<file path="src/rtl/dmem_arbiter.sv">
// Two-port arbiter in front of a single-ported synchronous data memory.
// Port A (pipeline) has priority; port B (loader/debug) is forced through after STARVE_MAX denials.
module dmem_arbiter #(
    parameter int unsigned DATA_W     = 32,
    parameter int unsigned ADDR_W     = 4,
    parameter int unsigned STARVE_MAX = 3
) (
    input  logic              clk,
    input  logic              rst,
    input  logic              a_req,
    input  logic              a_we,
    input  logic [ADDR_W-1:0] a_addr,
    input  logic [DATA_W-1:0] a_wdata,
    output logic              a_gnt,
    output logic              a_rvalid,
    output logic [DATA_W-1:0] a_rdata,
    input  logic              b_req,
    input  logic              b_we,
    input  logic [ADDR_W-1:0] b_addr,
    input  logic [DATA_W-1:0] b_wdata,
    output logic              b_gnt,
    output logic              b_rvalid,
    output logic [DATA_W-1:0] b_rdata,
    output logic              mem_we,
    output logic [ADDR_W-1:0] mem_addr,
    output logic [DATA_W-1:0] mem_wdata,
    input  logic [DATA_W-1:0] mem_rdata,
    output logic              busy
);

    localparam int unsigned CNT_W = ($clog2(STARVE_MAX + 1) > 2) ? $clog2(STARVE_MAX + 1) : 2;
    localparam logic [CNT_W-1:0] CNT_MAX = CNT_W'(STARVE_MAX);

    typedef enum logic [1:0] {
        IDLE    = 2'd0,
        SERVE_A = 2'd1,
        SERVE_B = 2'd2,
        FORCE_B = 2'd3
    } state_t;

    state_t            state;
    state_t            state_nxt;
    logic [CNT_W-1:0]  starve_cnt;
    logic [CNT_W-1:0]  starve_nxt;
    logic              tag_valid;
    logic              tag_is_b;
    logic [ADDR_W-1:0] addr_q;
    logic [DATA_W-1:0] wdata_q;
    logic [DATA_W-1:0] a_rdata_q;
    logic [DATA_W-1:0] b_rdata_q;

    // State and starvation counter register
    always_ff @(posedge clk or negedge rst) begin
        if (!rst) begin
            state      <= IDLE;
            starve_cnt <= '0;
        end else begin
            state      <= state_nxt;
            starve_cnt <= starve_nxt;
        end
    end

    // Grant decision, starvation counting and next state
    always_comb begin
        a_gnt      = 1'b0;
        b_gnt      = 1'b0;
        starve_nxt = '0;
        state_nxt  = IDLE;

        if (rst) begin
            if (state == FORCE_B) begin
                b_gnt = b_req;
            end else if (a_req) begin
                a_gnt = 1'b1;
            end else begin
                b_gnt = b_req;
            end
        end

        if (b_req && !b_gnt) begin
            starve_nxt = (starve_cnt >= CNT_MAX) ? CNT_MAX : starve_cnt + CNT_W'(1);
        end

        if (b_req && (starve_nxt == CNT_MAX)) begin
            state_nxt = FORCE_B;
        end else if (a_gnt) begin
            state_nxt = SERVE_A;
        end else if (b_gnt) begin
            state_nxt = SERVE_B;
        end
    end

    // Memory drive follows the granted port; address/data hold when idle
    always_comb begin
        mem_we    = 1'b0;
        mem_addr  = addr_q;
        mem_wdata = wdata_q;
        if (a_gnt) begin
            mem_we    = a_we;
            mem_addr  = a_addr;
            mem_wdata = a_wdata;
        end else if (b_gnt) begin
            mem_we    = b_we;
            mem_addr  = b_addr;
            mem_wdata = b_wdata;
        end
    end

    // Read tag, held memory drive and last returned data per port
    always_ff @(posedge clk or negedge rst) begin
        if (!rst) begin
            tag_valid <= 1'b0;
            tag_is_b  <= 1'b0;
            addr_q    <= '0;
            wdata_q   <= '0;
            a_rdata_q <= '0;
            b_rdata_q <= '0;
        end else begin
            tag_valid <= (a_gnt && !a_we) || (b_gnt && !b_we);
            tag_is_b  <= b_gnt;
            addr_q    <= mem_addr;
            wdata_q   <= mem_wdata;
            if (a_rvalid) begin
                a_rdata_q <= mem_rdata;
            end
            if (b_rvalid) begin
                b_rdata_q <= mem_rdata;
            end
        end
    end

    assign a_rvalid = tag_valid && !tag_is_b;
    assign b_rvalid = tag_valid && tag_is_b;
    assign a_rdata  = a_rvalid ? mem_rdata : a_rdata_q;
    assign b_rdata  = b_rvalid ? mem_rdata : b_rdata_q;
    assign busy     = rst && (tag_valid || a_req || b_req);

endmodule

</file>
<file path="config.mk">
export PLATFORM = sky130hd
export DESIGN_NAME = dmem_arbiter
export DESIGN_NICKNAME = d
export VERILOG_FILES = /design/src/rtl/dmem_arbiter.sv
export SDC_FILE = /design/constraint.sdc
export NUM_CORES = 1
export LEC_CHECK = 0
export ABC_CLOCK_PERIOD_IN_PS = 3000
export CORE_UTILIZATION = 44
export DETAILED_ROUTE_END_ITERATION = 10
export PLACE_DENSITY = 0.86
export REMOVE_ABC_BUFFERS = 1
export SETUP_SLACK_MARGIN = 0.2
export SYNTH_ARGS = -nofsm -noshare
export SYNTH_HDL_FRONTEND = slang
export SYNTH_SLANG_ARGS = --single-unit
export TNS_END_PERCENT = 100
</file>
<file path="constraint.sdc">
create_clock -name clk -period 3 [get_ports clk]
set_input_delay 0.6 -clock clk [delete_from_list [all_inputs] [get_ports clk]]
set_output_delay 0.6 -clock clk [all_outputs]
set_load 0.03 [all_outputs]
</file>
Word-level counts from Yosys, hierarchy flattened
Cells that the tools add are included.
{ "word_totals": {"out_inout_bits": 106, "regBits": 106, "word_cells": 45, "inputBits": 110} }
{ "op_classes": {"muxes": 19, "magnitude_cmp": 1, "n_reduce_logical": 14, "eq_ne": 2, "add_sub_neg": 1} }
{ "ops": {"columns": ["operator", "n"], "rows": [
  ["2-to-1 mux 32 bit", 4],
  ["2-to-1 mux 2 bit", 5],
  ["2-to-1 mux 1 bit", 8],
  ["2-to-1 mux 4 bit", 2],
  ["logical AND 1 bit", 7],
  ["equality test 2 bit, second input constant", 2],
  ["zero test 1 bit", 4],
  ["logical OR 1 bit", 3],
  ["adder 2 x 1 -> 2 bit, second input constant", 1],
  ["greater-or-equal comparator 2 bit, second input constant", 1]
]} }

Depth between registers and ports, before layout
Gate-level depths: netlist (run 1).
{ "depth": {"word_depth": 9, "ltp_mapped": 6} }

Worst setup path before layout (run 1)
Ideal clock, no wire load.
{ "synth_timing": {"kind": "in2out", "startpoint": "input a_req", "endpoint": "output mem_we", "cell_stages": 6, "slack_ns": 0.737, "arrival_time_ns": 1.663, "path_cell_list": "a21boi_2 -> buf_4 -> nand2_2 -> buf_6 -> inv_1 -> a22o_1"} }
{ "synth_lines": {"columns": ["element", "line_no", "rtl"], "rows": [
  ["start, declared", "10", "input logic a_req,"],
  ["2-to-1 mux 1 bit", "73", "end else if (a_req) begin"],
  ["2-to-1 mux 1 bit", "71", "if (state == FORCE_B) begin"],
  ["2-to-1 mux 1 bit", "70", "if (rst) begin"],
  ["net a_gnt", "14", "output logic a_gnt,"],
  ["2-to-1 mux 1 bit", "98", "if (a_gnt) begin"],
  ["end, declared", "24", "output logic mem_we,"]
]} }
The timed path passes the listed nets, and every way through them passes these cells.

Worst setup path after layout (run 1)
{ "layout_timing": {"startpoint": "register tag_valid", "endpoint": "output b_rdata[23]"} }
{ "layout_via": {"elab_chain_cells": 2} }
{ "layout_rtl": {"columns": ["element", "line_no", "rtl"], "rows": [
  ["start, declared", "45", "logic tag_valid;"],
  ["start signal, assigned", "119", "tag_valid <= (a_gnt && !a_we) || (b_gnt && !b_we);"],
  ["logical AND 1 bit", "133", "assign b_rvalid = tag_valid && tag_is_b;"],
  ["2-to-1 mux 32 bit", "135", "assign b_rdata = b_rvalid ? mem_rdata : b_rdata_q;"],
  ["end, declared", "23", "output logic [DATA_W-1:0] b_rdata,"]
]} }
No other way between the ends.

==> results.toml, run 1 <==
[floorplanning]
coreArea_um2 = 9730
io_pins = 216
die_area_um2 = 10400
fp.dieH_um = 102
start_util = 0.451
chipWidth_um = 102
rows = 36

[power]
internal-power_w = 0.00296
leakagePower_nw = 2.98
p_seq_frac = 0.391
switchingPower_w = 0.00166
clkPwrFrac = 0.177
ir_drop_uv = 284
switching_share = 0.359
combPwrFrac = 0.432
powerDensity_nw_per_um2 = 659

[synthesis]
yosys-top-cells-area = "dfrtp_1 60%, mux2_2 16%, o221a_1 9.2%"
synth_edf_count = 0
synth_area_per_cell_um2 = 15.2
ys_seq_area_frac = 0.604
yosys.area.top_type = "dfrtp_1"
synth.top_cell.area_share = 0.604
synth_cell_types = 22
ys.flop_type = "dfrtp_1"
yosys_warnings = 0
async_reset_ff_frac = 1.00
mappedNetlistArea_um2 = 4390
synth-seq-cells = 106
synth_cells = 289

[sta]
hold_ws_ns = 0.0803
min_period_ns = 2.73
setup_viol = 0
finalCritPeriodShare = 0.908
worst_pin_slew_ns = 0.597
relSlewSlack = 0.602
fin_setup_tns_ns = 0
fmax_ghz = 0.367
finalHoldViolations = 0
rsz0062_at_grt = "no"
drv_slew = 0
fin_worst_skew_ns = 0.00969

[clock_tree]
path_clk_slew_ns = 0.10
cts_buffer_depth = 2
cts_inserted_buffers = 9
clock_latency_ns = 0.36
h-tree-depth = 3
ctsRootBufferMaster = "clkbuf_8"
cts_tree = "done"
cts.sinks = 106
cts_hold_buffers = 0

[global_routing]
track_usage = 0.221
grt_pass1_vias = 3450
grt_max_degree = 65
gr-total-overflow = 0
antenna_found_initial = 0
grt_pass1_wl_um = 17300

[placement]
place_congestion = 0.844
dp_hpwl_um = 8340
numPortBuffers = 215

[detailed_routing]
dr.pass1.iters = 6
vias = 3422
ant_nets = 0
routedWlPerCell_um = 19.0
drt_iter0_markers = 91
drc = 0
wirelength_um = 12300
viasPerCell = 5.29

[layout]
drive_above_1_share = 0.288
n_fill_cell = 682
antenna_cells = 0
final_nets = 619
final_common_cell = "clkdlybuf4s50_1"
final_cell_mix = "172 x clkdlybuf4s50_1, 106 x dfrtp_1, 64 x mux2_2, 44 x buf_4, 36 x a211o_1"
syn_to_final_growth_pct = 59.5

[worst_setup_path]
end_kind = "output pin"
crit_required_ns = 2.40
cp_max_fo = 33
criticalPathCategory = "register to output pin"
arrival_ns = 2.13
worstSetupStartpointType = "register"

[flow_run]
cap_violations = 0

[worst_hold_path]
hp-class = "input pin to async pin"

[status]
status = "finished clean"
==> state kept, by name, indices dropped and copies added, names as in the netlist <==
| register | cells |
|---|---|
| starve_cnt | 2 |
| tag_is_b | 1 |
| wdata_q | 32 |
| addr_q | 4 |
| state | 2 |
| a_rdata_q | 32 |
| tag_valid | 1 |
| b_rdata_q | 32 |
==> path summary, 6_finish.rpt <==
kind / from / endpoint / slack, ns / depth (start not counted)
max: tag_valid / b_rdata[23] / 0.27 / 4
max in group asynchronous: rst / starve_cnt[0] / 2.08 / 2
min in group clk: b_rdata_q[1] / b_rdata_q[1] / 0.50 / 1
min: rst / wdata_q[0] / 0.08 / 1
min reg2reg: b_rdata_q[1] / b_rdata_q[1] / 0.50 / 1
max reg2reg: state[0] / wdata_q[15] / 1.52 / 5
==> Yosys cell counts (2+ instances only) <==
cell type and n:
clkbuf_1 3, buf_2 15, mux2_2 64, nand2_1 3, a211o_1 36, o221a_1 36, buf_4 2, inv_1 3
dfrtp_1 106, nand2b_1 3, buf_6 7
==> layout make-up <==
type | count | area (µm²) | area share
flip-flops and latches | 106 | 2650 | 0.379
repair buffers | 237 | 2420 | 0.345
multi-input cells | 151 | 1570 | 0.224
well taps | 133 | 166 | 0.0238
clock buffers | 9 | 124 | 0.0177
clock inverters | 7 | 58.8 | 0.00840
inverters | 4 | 15.0 | 0.00214
==> power groups by stage <==
stage	clock network [W]	registers (W)	logic (W)
after detailed placement	0	0.00184	0.00195
after global routing	0.000907	0.00183	0.00210
after floorplan	0	0.00180	0.00110
final	0.000818	0.00181	0.00199
after CTS	0.000840	0.00181	0.00197
after global placement	0	0.00181	0.00191
==> stage by stage <==
step | std cells | util | setup WS, ns | total power (W) | area [µm²]
after global placement | 621 | 0.680 | 0.202 | 0.00372 | 6610
after floorplan | 261 | - | -0.565 | 0.00290 | 4210
after CTS | 641 | 0.704 | 0.188 | 0.00462 | 6850
after global routing | 647 | 0.720 | 0.204 | 0.00484 | 7000
after detailed placement | 621 | 0.680 | 0.195 | 0.00379 | 6610
final | 647 | 0.720 | 0.275 | 0.00462 | 7000
==> kinds of logic (layout without fill, tap and decap cells) <==
family          count (synthesis)  in the layout  share of synthesized area
buf+inv                        32            257                     0.0453
simple gates                    9              9                     0.0111
compound gates                 78             78                      0.175
flops                         106            106                      0.604
mux                            64             64                      0.164
==> repair_timing <==
| item | 4_1_cts | 5_1_grt |
|---|---|---|
| pin swaps | 0 | 0 |
| gates cloned | 1 | 5 |
| setup buffers | 3 | 1 |
| gates resized for setup | 1 | 12 |
| endpoints found under the setup margin | 3 | 39 |
==> per-layer routing <==
metal  vias up  routed length, µm  GRT usage
met1      1684               4810      0.263
met5         -                  0          0
li1       1545                  -          -
met2       173               6140      0.391
met3        20               1080     0.0547
met4         0                269     0.0802
==> critical path, cell delays in order, from the launching register on <==
cell and delay, ns:
dfrtp_1 0.41, nand2_1 0.11, buf_12 0.22, mux2_2 0.37, clkdlybuf4s50_1 0.63
(Power assumes the default switching activity.)
==> run 2, diff against run 1 <==
- GPL_TIMING_DRIVEN: default -> 0
- HOLD_SLACK_MARGIN: default -> 0.08
==> results.toml, run 2 (synthesis results as in run 1) <==
[status]
status = "finished clean"

[worst_setup_path]
end_kind = "output pin"
path_cells = "clkdlybuf4s50_1, a21boi_4, buf_12, buf_16, a211o_1, o221a_1, clkdlybuf4s15_2"
rr_startpoint = "state[0]"
crit_slowest_cell = "clkdlybuf4s50_1"
reg2reg_depth = 5
r2r_slack_ns = 1.54
cp_max_fo = 22
cpPeakStageDelay_ns = 0.49
cp-endpoint = "mem_wdata[9]"
criticalPathCategory = "input pin to output pin"
crit_required_ns = 2.40
critPathLaunch = "a_req"
arrival_ns = 2.24
worstSetupStartpointType = "input pin"
rr_endpoint = "wdata_q[22]"

[global_routing]
grt_pass1_wl_um = 18400
grt_max_degree = 78
gr-total-overflow = 0
track_usage = 0.238
antenna_found_initial = 0
grt_pass1_vias = 3560

[placement]
place_area_um2 = 6600
place_congestion = 0.767
dp_hpwl_um = 8010
numPortBuffers = 215
dp.cells = 611
pre_cts_slack_ns = -2.30

[layout]
antenna_cells = 0
postLayoutCellArea_um2 = 7090
n_fill_cell = 647
final_common_cell = "clkdlybuf4s50_1"
final_nets = 619
syn_to_final_growth_pct = 61.4
fin_cells = 647
drive_above_1_share = 0.300
final_cell_mix = "147 x clkdlybuf4s50_1, 104 x dfrtp_1, 64 x mux2_2, 36 x a211o_1, 30 x o221a_1"
top_regs = "a_rdata_q: 32 flops, b_rdata_q: 32 flops, wdata_q: 32 flops"

[floorplanning]
fp.dieH_um = 102
io_pins = 216
start_util = 0.451
coreArea_um2 = 9730
rows = 36
die_area_um2 = 10400
chipWidth_um = 102

[clock_tree]
ctsRootBufferMaster = "clkbuf_8"
cts_inserted_buffers = 9
cts_tree = "done"
cts.sinks = 106
h-tree-depth = 3
path_clk_slew_ns = 0.10
clock_latency_ns = 0.35
cts_hold_buffers = 0
cts_buffer_depth = 2

[detailed_routing]
wirelength_um = 13100
drc = 0
vias = 3489
ant_nets = 0
dr.pass1.iters = 5
drt_iter0_markers = 73
routedWlPerCell_um = 20.3
viasPerCell = 5.39

[worst_hold_path]
hp-class = "input pin to async pin"

[sta]
min_period_ns = 2.84
relSlewSlack = 0.636
worst_pin_slew_ns = 0.546
finalCritPeriodShare = 0.947
fmax_ghz = 0.352
fin_worst_skew_ns = 0.0123
setup_viol = 0
rsz0062_at_grt = "yes"
hold_ws_ns = 0.189
finalHoldViolations = 0
timing.final.ws_setup_ns = 0.158
drv_slew = 0

[power]
ir_drop_uv = 289
p_total_w = 0.00461
powerDensity_nw_per_um2 = 650
leakagePower_nw = 3.14

[flow_run]
cap_violations = 0
run 2: power breakdown:
| group | internal, W | leakage, nW | switching (W) |
|---|---|---|---|
| combinational | 0.000893 | 1.84 | 0.00110 |
| clock | 0.000328 | 0.0859 | 0.000469 |
| sequential | 0.00172 | 1.21 | 0.0000960 |
| total | 0.00295 | 3.14 | 0.00166 |
run 2: worst max-delay path, delay by kind of cell:
| kind | cells | cell delay (ns) |
|---|---|---|
| buffers and inverters | 4 | 1.12 |
| AOI/OAI and AO/OA | 3 | 0.51 |
run 2: repair_timing:
item                       4_1_cts  5_1_grt
setup endpoints to repair      146       69
pin swaps                        3        3
resized for setup              149      136
cloned                           8        3
buffers inserted                 5        4
run 2: cell type report:
class	instances	area [µm²]	share of cell area
clock inverter	5	37.5	0.00530
sequential	106	2660	0.375
multi-input combinational	162	1790	0.253
clock buffer	11	141	0.0199
inverter	4	15.0	0.00212
timing repair buffer	226	2280	0.321
tap	133	166	0.0235
run 2: worst min-delay path by stage:
stage                        from            end
floorplan                     rst   a_rdata_q[0]
global placement    a_rdata_q[11]  a_rdata_q[11]
detailed placement   b_rdata_q[5]   b_rdata_q[5]
CTS                           rst    wdata_q[16]
global route                  rst    wdata_q[31]
finish                        rst    wdata_q[31]
run 2: metal layers:
metal	global-route usage	routed length, µm
met1	0.268	5050
met4	0.0846	273
met5	0	0
met3	0.0739	1150
met2	0.428	6670
run 2: per-stage QoR:
stage	TNS, ns	util
after floorplan	-18.21	-
after global placement	-835.01	0.671
after detailed placement	-134.38	0.678
after CTS	0	0.714
after global routing	0	0.729
final	0	0.729
